`src/rtl/uart_word_tx_pkg.sv`:
```
// Shared definitions for the word-wide UART transmitter: word width, default
// baud divisor and the serializer state encoding.
package uart_word_tx_pkg;

  localparam int WORD_WIDTH           = 16;
  localparam int DEFAULT_CLKS_PER_BIT = 434;  // 115200 baud from 50 MHz

  typedef enum logic [1:0] {
    IDLE,
    START,
    DATA,
    STOP
  } tx_state_t;

endpackage

```
`src/rtl/uart_tx.sv`:
```
// Byte serializer: 8N1 framing with a per-bit baud counter. A new byte is taken
// from IDLE or at the last cycle of STOP, so back-to-back bytes have no gap.
module uart_tx
  import uart_word_tx_pkg::*;
#(
  parameter int CLKS_PER_BIT = DEFAULT_CLKS_PER_BIT
) (
  input  logic       clk,
  input  logic       rst,
  input  logic [7:0] byte_data,
  input  logic       byte_valid,
  output logic       byte_ready,
  output logic       tx,
  output logic       idle
);

  localparam int CNT_W = (CLKS_PER_BIT > 1) ? $clog2(CLKS_PER_BIT) : 1;
  localparam logic [CNT_W-1:0] LAST_CNT = CNT_W'(CLKS_PER_BIT - 1);

  tx_state_t        state_reg, state_next;
  logic [CNT_W-1:0] cnt_reg, cnt_next;
  logic [2:0]       bit_idx_reg, bit_idx_next;
  logic [7:0]       data_reg, data_next;
  logic             tx_reg, tx_next;
  logic             bit_end;

  assign bit_end = (cnt_reg == LAST_CNT);

  always_ff @(posedge clk or negedge rst) begin
    if (!rst) begin
      state_reg   <= IDLE;
      cnt_reg     <= '0;
      bit_idx_reg <= '0;
      data_reg    <= '0;
      tx_reg      <= 1'b1;
    end else begin
      state_reg   <= state_next;
      cnt_reg     <= cnt_next;
      bit_idx_reg <= bit_idx_next;
      data_reg    <= data_next;
      tx_reg      <= tx_next;
    end
  end

  always_comb begin
    state_next   = state_reg;
    cnt_next     = cnt_reg;
    bit_idx_next = bit_idx_reg;
    data_next    = data_reg;
    byte_ready   = 1'b0;
    case (state_reg)
      IDLE: begin
        byte_ready = 1'b1;
        cnt_next   = '0;
        if (byte_valid) begin
          state_next = START;
          data_next  = byte_data;
        end
      end
      START: begin
        if (bit_end) begin
          state_next   = DATA;
          cnt_next     = '0;
          bit_idx_next = '0;
        end else begin
          cnt_next = cnt_reg + 1'b1;
        end
      end
      DATA: begin
        if (bit_end) begin
          cnt_next = '0;
          if (bit_idx_reg == 3'd7) begin
            state_next = STOP;
          end else begin
            bit_idx_next = bit_idx_reg + 3'd1;
          end
        end else begin
          cnt_next = cnt_reg + 1'b1;
        end
      end
      STOP: begin
        if (bit_end) begin
          byte_ready = 1'b1;
          cnt_next   = '0;
          if (byte_valid) begin
            state_next = START;
            data_next  = byte_data;
          end else begin
            state_next = IDLE;
          end
        end else begin
          cnt_next = cnt_reg + 1'b1;
        end
      end
      default: state_next = IDLE;
    endcase
  end

  // The line level is registered from the current state, so tx trails the FSM
  // by one cycle; every bit still lasts exactly CLKS_PER_BIT cycles.
  always_comb begin
    tx_next = 1'b1;
    case (state_reg)
      START:   tx_next = 1'b0;
      DATA:    tx_next = data_reg[bit_idx_reg];
      default: tx_next = 1'b1;
    endcase
  end

  assign tx   = tx_reg;
  assign idle = (state_reg == IDLE);

endmodule

```
`src/rtl/uart_word_tx.sv`:
```
// Word-wide UART transmitter: a small word FIFO feeding a byte serializer,
// high byte first then low byte, with no idle gap while words are queued.
module uart_word_tx
  import uart_word_tx_pkg::*;
#(
  parameter int CLKS_PER_BIT = DEFAULT_CLKS_PER_BIT,
  parameter int FIFO_DEPTH   = 4
) (
  input  logic                        clk,
  input  logic                        rst,
  input  logic [WORD_WIDTH-1:0]       word,
  input  logic                        word_valid,
  output logic                        word_ready,
  output logic                        tx,
  output logic                        busy,
  output logic [$clog2(FIFO_DEPTH):0] fifo_count
);

  localparam int PTR_W = $clog2(FIFO_DEPTH);
  localparam int CNT_W = PTR_W + 1;
  localparam logic [CNT_W-1:0] FULL_COUNT = CNT_W'(FIFO_DEPTH);

  logic [WORD_WIDTH-1:0] fifo_mem [FIFO_DEPTH];
  logic [PTR_W-1:0]      wr_ptr_reg, rd_ptr_reg;
  logic [CNT_W-1:0]      count_reg, count_next;
  logic                  word_ready_reg;
  logic                  byte_sel_reg;   // 1: low byte of the popped word is pending
  logic [7:0]            low_byte_reg;
  logic [WORD_WIDTH-1:0] head_word;

  logic       push, pop;
  logic       byte_valid, byte_ready, byte_accept;
  logic [7:0] byte_data;
  logic       ser_idle;

  assign head_word   = fifo_mem[rd_ptr_reg];
  assign push        = word_valid && word_ready_reg;
  assign byte_valid  = byte_sel_reg || (count_reg != '0);
  assign byte_data   = byte_sel_reg ? low_byte_reg : head_word[WORD_WIDTH-1 -: 8];
  assign byte_accept = byte_valid && byte_ready;
  assign pop         = byte_accept && !byte_sel_reg;

  always_comb begin
    count_next = count_reg;
    case ({push, pop})
      2'b10:   count_next = count_reg + 1'b1;
      2'b01:   count_next = count_reg - 1'b1;
      default: count_next = count_reg;
    endcase
  end

  always_ff @(posedge clk) begin
    if (push) begin
      fifo_mem[wr_ptr_reg] <= word;
    end
  end

  // Pointers are PTR_W bits wide, so they wrap modulo FIFO_DEPTH naturally.
  always_ff @(posedge clk or negedge rst) begin
    if (!rst) begin
      wr_ptr_reg     <= '0;
      rd_ptr_reg     <= '0;
      count_reg      <= '0;
      word_ready_reg <= 1'b0;
      byte_sel_reg   <= 1'b0;
      low_byte_reg   <= '0;
    end else begin
      if (push) begin
        wr_ptr_reg <= wr_ptr_reg + 1'b1;
      end
      if (pop) begin
        rd_ptr_reg   <= rd_ptr_reg + 1'b1;
        low_byte_reg <= head_word[7:0];
      end
      if (byte_accept) begin
        byte_sel_reg <= !byte_sel_reg;
      end
      count_reg      <= count_next;
      word_ready_reg <= (count_next != FULL_COUNT);
    end
  end

  uart_tx #(
    .CLKS_PER_BIT(CLKS_PER_BIT)
  ) u_uart_tx (
    .clk       (clk),
    .rst       (rst),
    .byte_data (byte_data),
    .byte_valid(byte_valid),
    .byte_ready(byte_ready),
    .tx        (tx),
    .idle      (ser_idle)
  );

  assign word_ready = word_ready_reg;
  assign fifo_count = count_reg;
  assign busy       = !ser_idle || (count_reg != '0);

endmodule
```
`config.mk`:
```
export PLATFORM = sky130hd
export DESIGN_NAME = uart_word_tx
export DESIGN_NICKNAME = d
export VERILOG_FILES = /design/src/rtl/uart_word_tx_pkg.sv /design/src/rtl/uart_tx.sv /design/src/rtl/uart_word_tx.sv
export SDC_FILE = /design/constraint.sdc
export NUM_CORES = 1
export LEC_CHECK = 0
export BUFFER_PORTS_ARGS = -buffer_cell sky130_fd_sc_hd__buf_4
export CORE_MARGIN = 2
export CORE_UTILIZATION = 35
export DETAILED_ROUTE_END_ITERATION = 7
export SLEW_MARGIN = 40
export SYNTH_ARGS = -nofsm -noshare
export SYNTH_HDL_FRONTEND = slang
export SYNTH_SLANG_ARGS = --single-unit
```
`constraint.sdc`:
```
create_clock -name clk -period 6.1 [get_ports clk]
set_clock_uncertainty 0.15 [all_clocks]
set_input_delay 0.305 -clock clk [delete_from_list [all_inputs] [get_ports clk]]
set_output_delay 0.305 -clock clk [all_outputs]
set_load 0.02 [all_outputs]
```
==> reports/qor.csv <==
metric,value,unit
status,"complete, no violations",
ys_ff_latch,104,
cp.arrival,3220,ps
fin_crit,3140,ps
largest_register_ffs,64,
critPathRequiredTime,6180,ps
grt_pass1_vias,2428,
finalMaxSlewViolations,0,
hp-start,word[8],
antenna_found_initial,0,
post-route-period-util,51.5,%
ctsResizeCount,0,
maxSlewHeadroom,61.2,%
cp_max_fo,11,
wirelength,7570,um
dr.pass1.iters,4,
end_kind,flop,
synth_area,0.00442,mm^2
yosysSeqAreaShare,66.1,%
irDropWorstVdd,0.000192,V
leakage,1.93,nW
cts_max_level,3,
die-height,116,um
comb_power_share,12.3,%
switching_share,26.0,%
power_frac_seq,53.9,%
numPortBuffers,24,
wire_per_inst,16.0,um
yosysUniqueCellTypes,39,
dp_cells,449,
die-area,0.0135,mm^2
p_switching,0.431,mW
grt_pass1_wl,12500,um
worstSetupStartpointType,flop,
place_congestion,0.794,
synth_nets,293,
core_region_area,0.0125,mm^2
ios,25,
start_util,35.5,%
die_w,116,um
nFillCells,1109,
rows,41,
final_hold_viol_count,0,
final_common_cell,edfxtp_1,
yosys_warnings,0,
tightest_slew,582,ps
ant_nets,0,
synth_edf_count,64,
maxCapViolations,0,
hpwl,4890,um
finalSetupViolCount,0,
clkTransAtPathRegs,70,ps
fin_nets,331,
timing.rr.end,word_ready,
tns,0,ps
cts_tree,yes,
clock_power_share,33.8,%
cts_made_buffers,9,
postSynthAreaPerCell,17.1,um^2
rrSetupSlack,2960,ps
grt_use_total,12.4,%
grt.overflow.total,0,
n_antenna_cell,0,
viasPerCell,4.75,
drc,0,
synthFlopType,edfxtp_1,
drtIter0Drc,97,
final_cell_mix,"edfxtp_1 (64), dfrtp_1 (39), mux2_2 (26), buf_4 (26), mux4_2 (18)",
syn_inst,259,
rsz0062_at_grt,no,
max_freq,319,MHz
cts.path.max_buffers,2,
power_density,320,mW/mm^2
holdWs,13.2,ps
hold_path_depth,1,
yosysTopAreaCell,edfxtp_1,
intPower,1.23,mW
postSynth.asyncResetShare,38.5,%
via_count,2252,
syn2layout_area_growth,17.3,%
hold_path_end,fifo_mem[2][8],
drive_gt1_share,32.1,%
fin_util,41.6,%
cts_root_buf,clkbuf_16,
final_cells,474,
yosys-top-cells-area,"edfxtp_1 (43%), dfrtp_1 (22%), mux4_2 (9.2%)",
worstSkewPairLatency,340,ps
grt_max_degree,41,
reg2regPathDepth,10,
crit-reg2reg-launch,u_uart_tx.cnt_reg[2],
synth_top_area_share,43.5,%
path_class,flop to flop,
min_path_type,primary input to flop,
numClockSinks,104,
-- cells in the mapped netlist (2+ instances only) --
cell and instances:
edfxtp_1 64, dfrtp_1 39, mux2_2 26, mux4_2 18, ha_1 14, inv_1 13, nor2_1 13, xnor2_1 6
a22o_1 5, o21ai_0 5, xor2_1 5, and3_1 4, buf_2 4, nand2_1 4, a21oi_1 3, clkbuf_1 3
mux2i_1 3, nand3_1 3, nor3_1 3, or3_1 3, a21o_1 2, nand4_1 2
-- final cells by class --
class                   instances  area (um^2)  area share (%)
multi-input cells             134         1410            27.2
well taps                     172          215            4.15
clock buffers                   9          225            4.34
inverters                      13         48.8           0.941
clock inverters                 7         73.8            1.42
flip-flops and latches        104         2920            56.4
repair buffers                 35          285            5.50
-- repair_timing --
| action | CTS | global route |
|---|---|---|
| setup buffers | 0 | 0 |
| hold buffers | 6 | 3 |
| endpoints found under the hold margin | 58 | 7 |
-- layer usage --
layer	GRT usage (%)	part of all wire (%)	up-vias
met4	4.13	1.4	0
met1	15.8	46	1144
li1	-	-	1066
met3	3.43	3.1	8
met2	20.7	50	34
met5	0	0	-
-- stage by stage --
step | worst slack [ps] | power [mW] | area [um^2]
finish | 2960 | 1.66 | 5180
global route | 2640 | 1.74 | 5180
CTS | 2880 | 1.68 | 5150
detailed placement | 2910 | 1.12 | 4800
global placement | 2740 | 1.11 | 4790
floorplan | 3430 | 1.02 | 4420
-- worst max-delay path by stage --
stage | slack (ps) | startpoint | end | depth (start not counted)
6_report | 2960 | u_uart_tx.cnt_reg[2] | word_ready | 10
5_1_grt | 2640 | u_uart_tx.cnt_reg[2] | word_ready | 10
4_1_cts | 2880 | u_uart_tx.cnt_reg[2] | word_ready | 10
3_5_place_dp | 2910 | u_uart_tx.cnt_reg[2] | word_ready | 10
3_3_place_gp | 2740 | u_uart_tx.cnt_reg[2] | word_ready | 10
2_1_floorplan | 3430 | u_uart_tx.cnt_reg[2] | word_ready | 11
-- critical path: stages (launching register included) --
cell,delay [ps]
dfrtp_1,440
nor4b_1,520
a31oi_1,220
nor2_2,470
ha_1,280
inv_1,60
fa_1,370
xor2_1,150
nor2_1,110
xor2_1,190
nand2_1,60
-- power by group through the flow --
stage / Clock (mW) / Combinational, mW / Sequential [mW]
global placement: 0 / 0.201 / 0.906
floorplan: 0 / 0.112 / 0.911
CTS: 0.575 / 0.211 / 0.895
global route: 0.610 / 0.230 / 0.904
finish: 0.560 / 0.205 / 0.893
detailed placement: 0 / 0.208 / 0.909
-- logic make-up after synthesis --
group / synth area share [%]
DFF: 66.1
adders and majority gates: 4.42
muxes: 16.5
xor gates and xnor gates: 2.18
AOI/OAI and AO/OA: 3.82
and+or+nand+nor: 4.90
buffers and inverters: 2.07
Note: power is estimated with default switching activity, not from simulation.
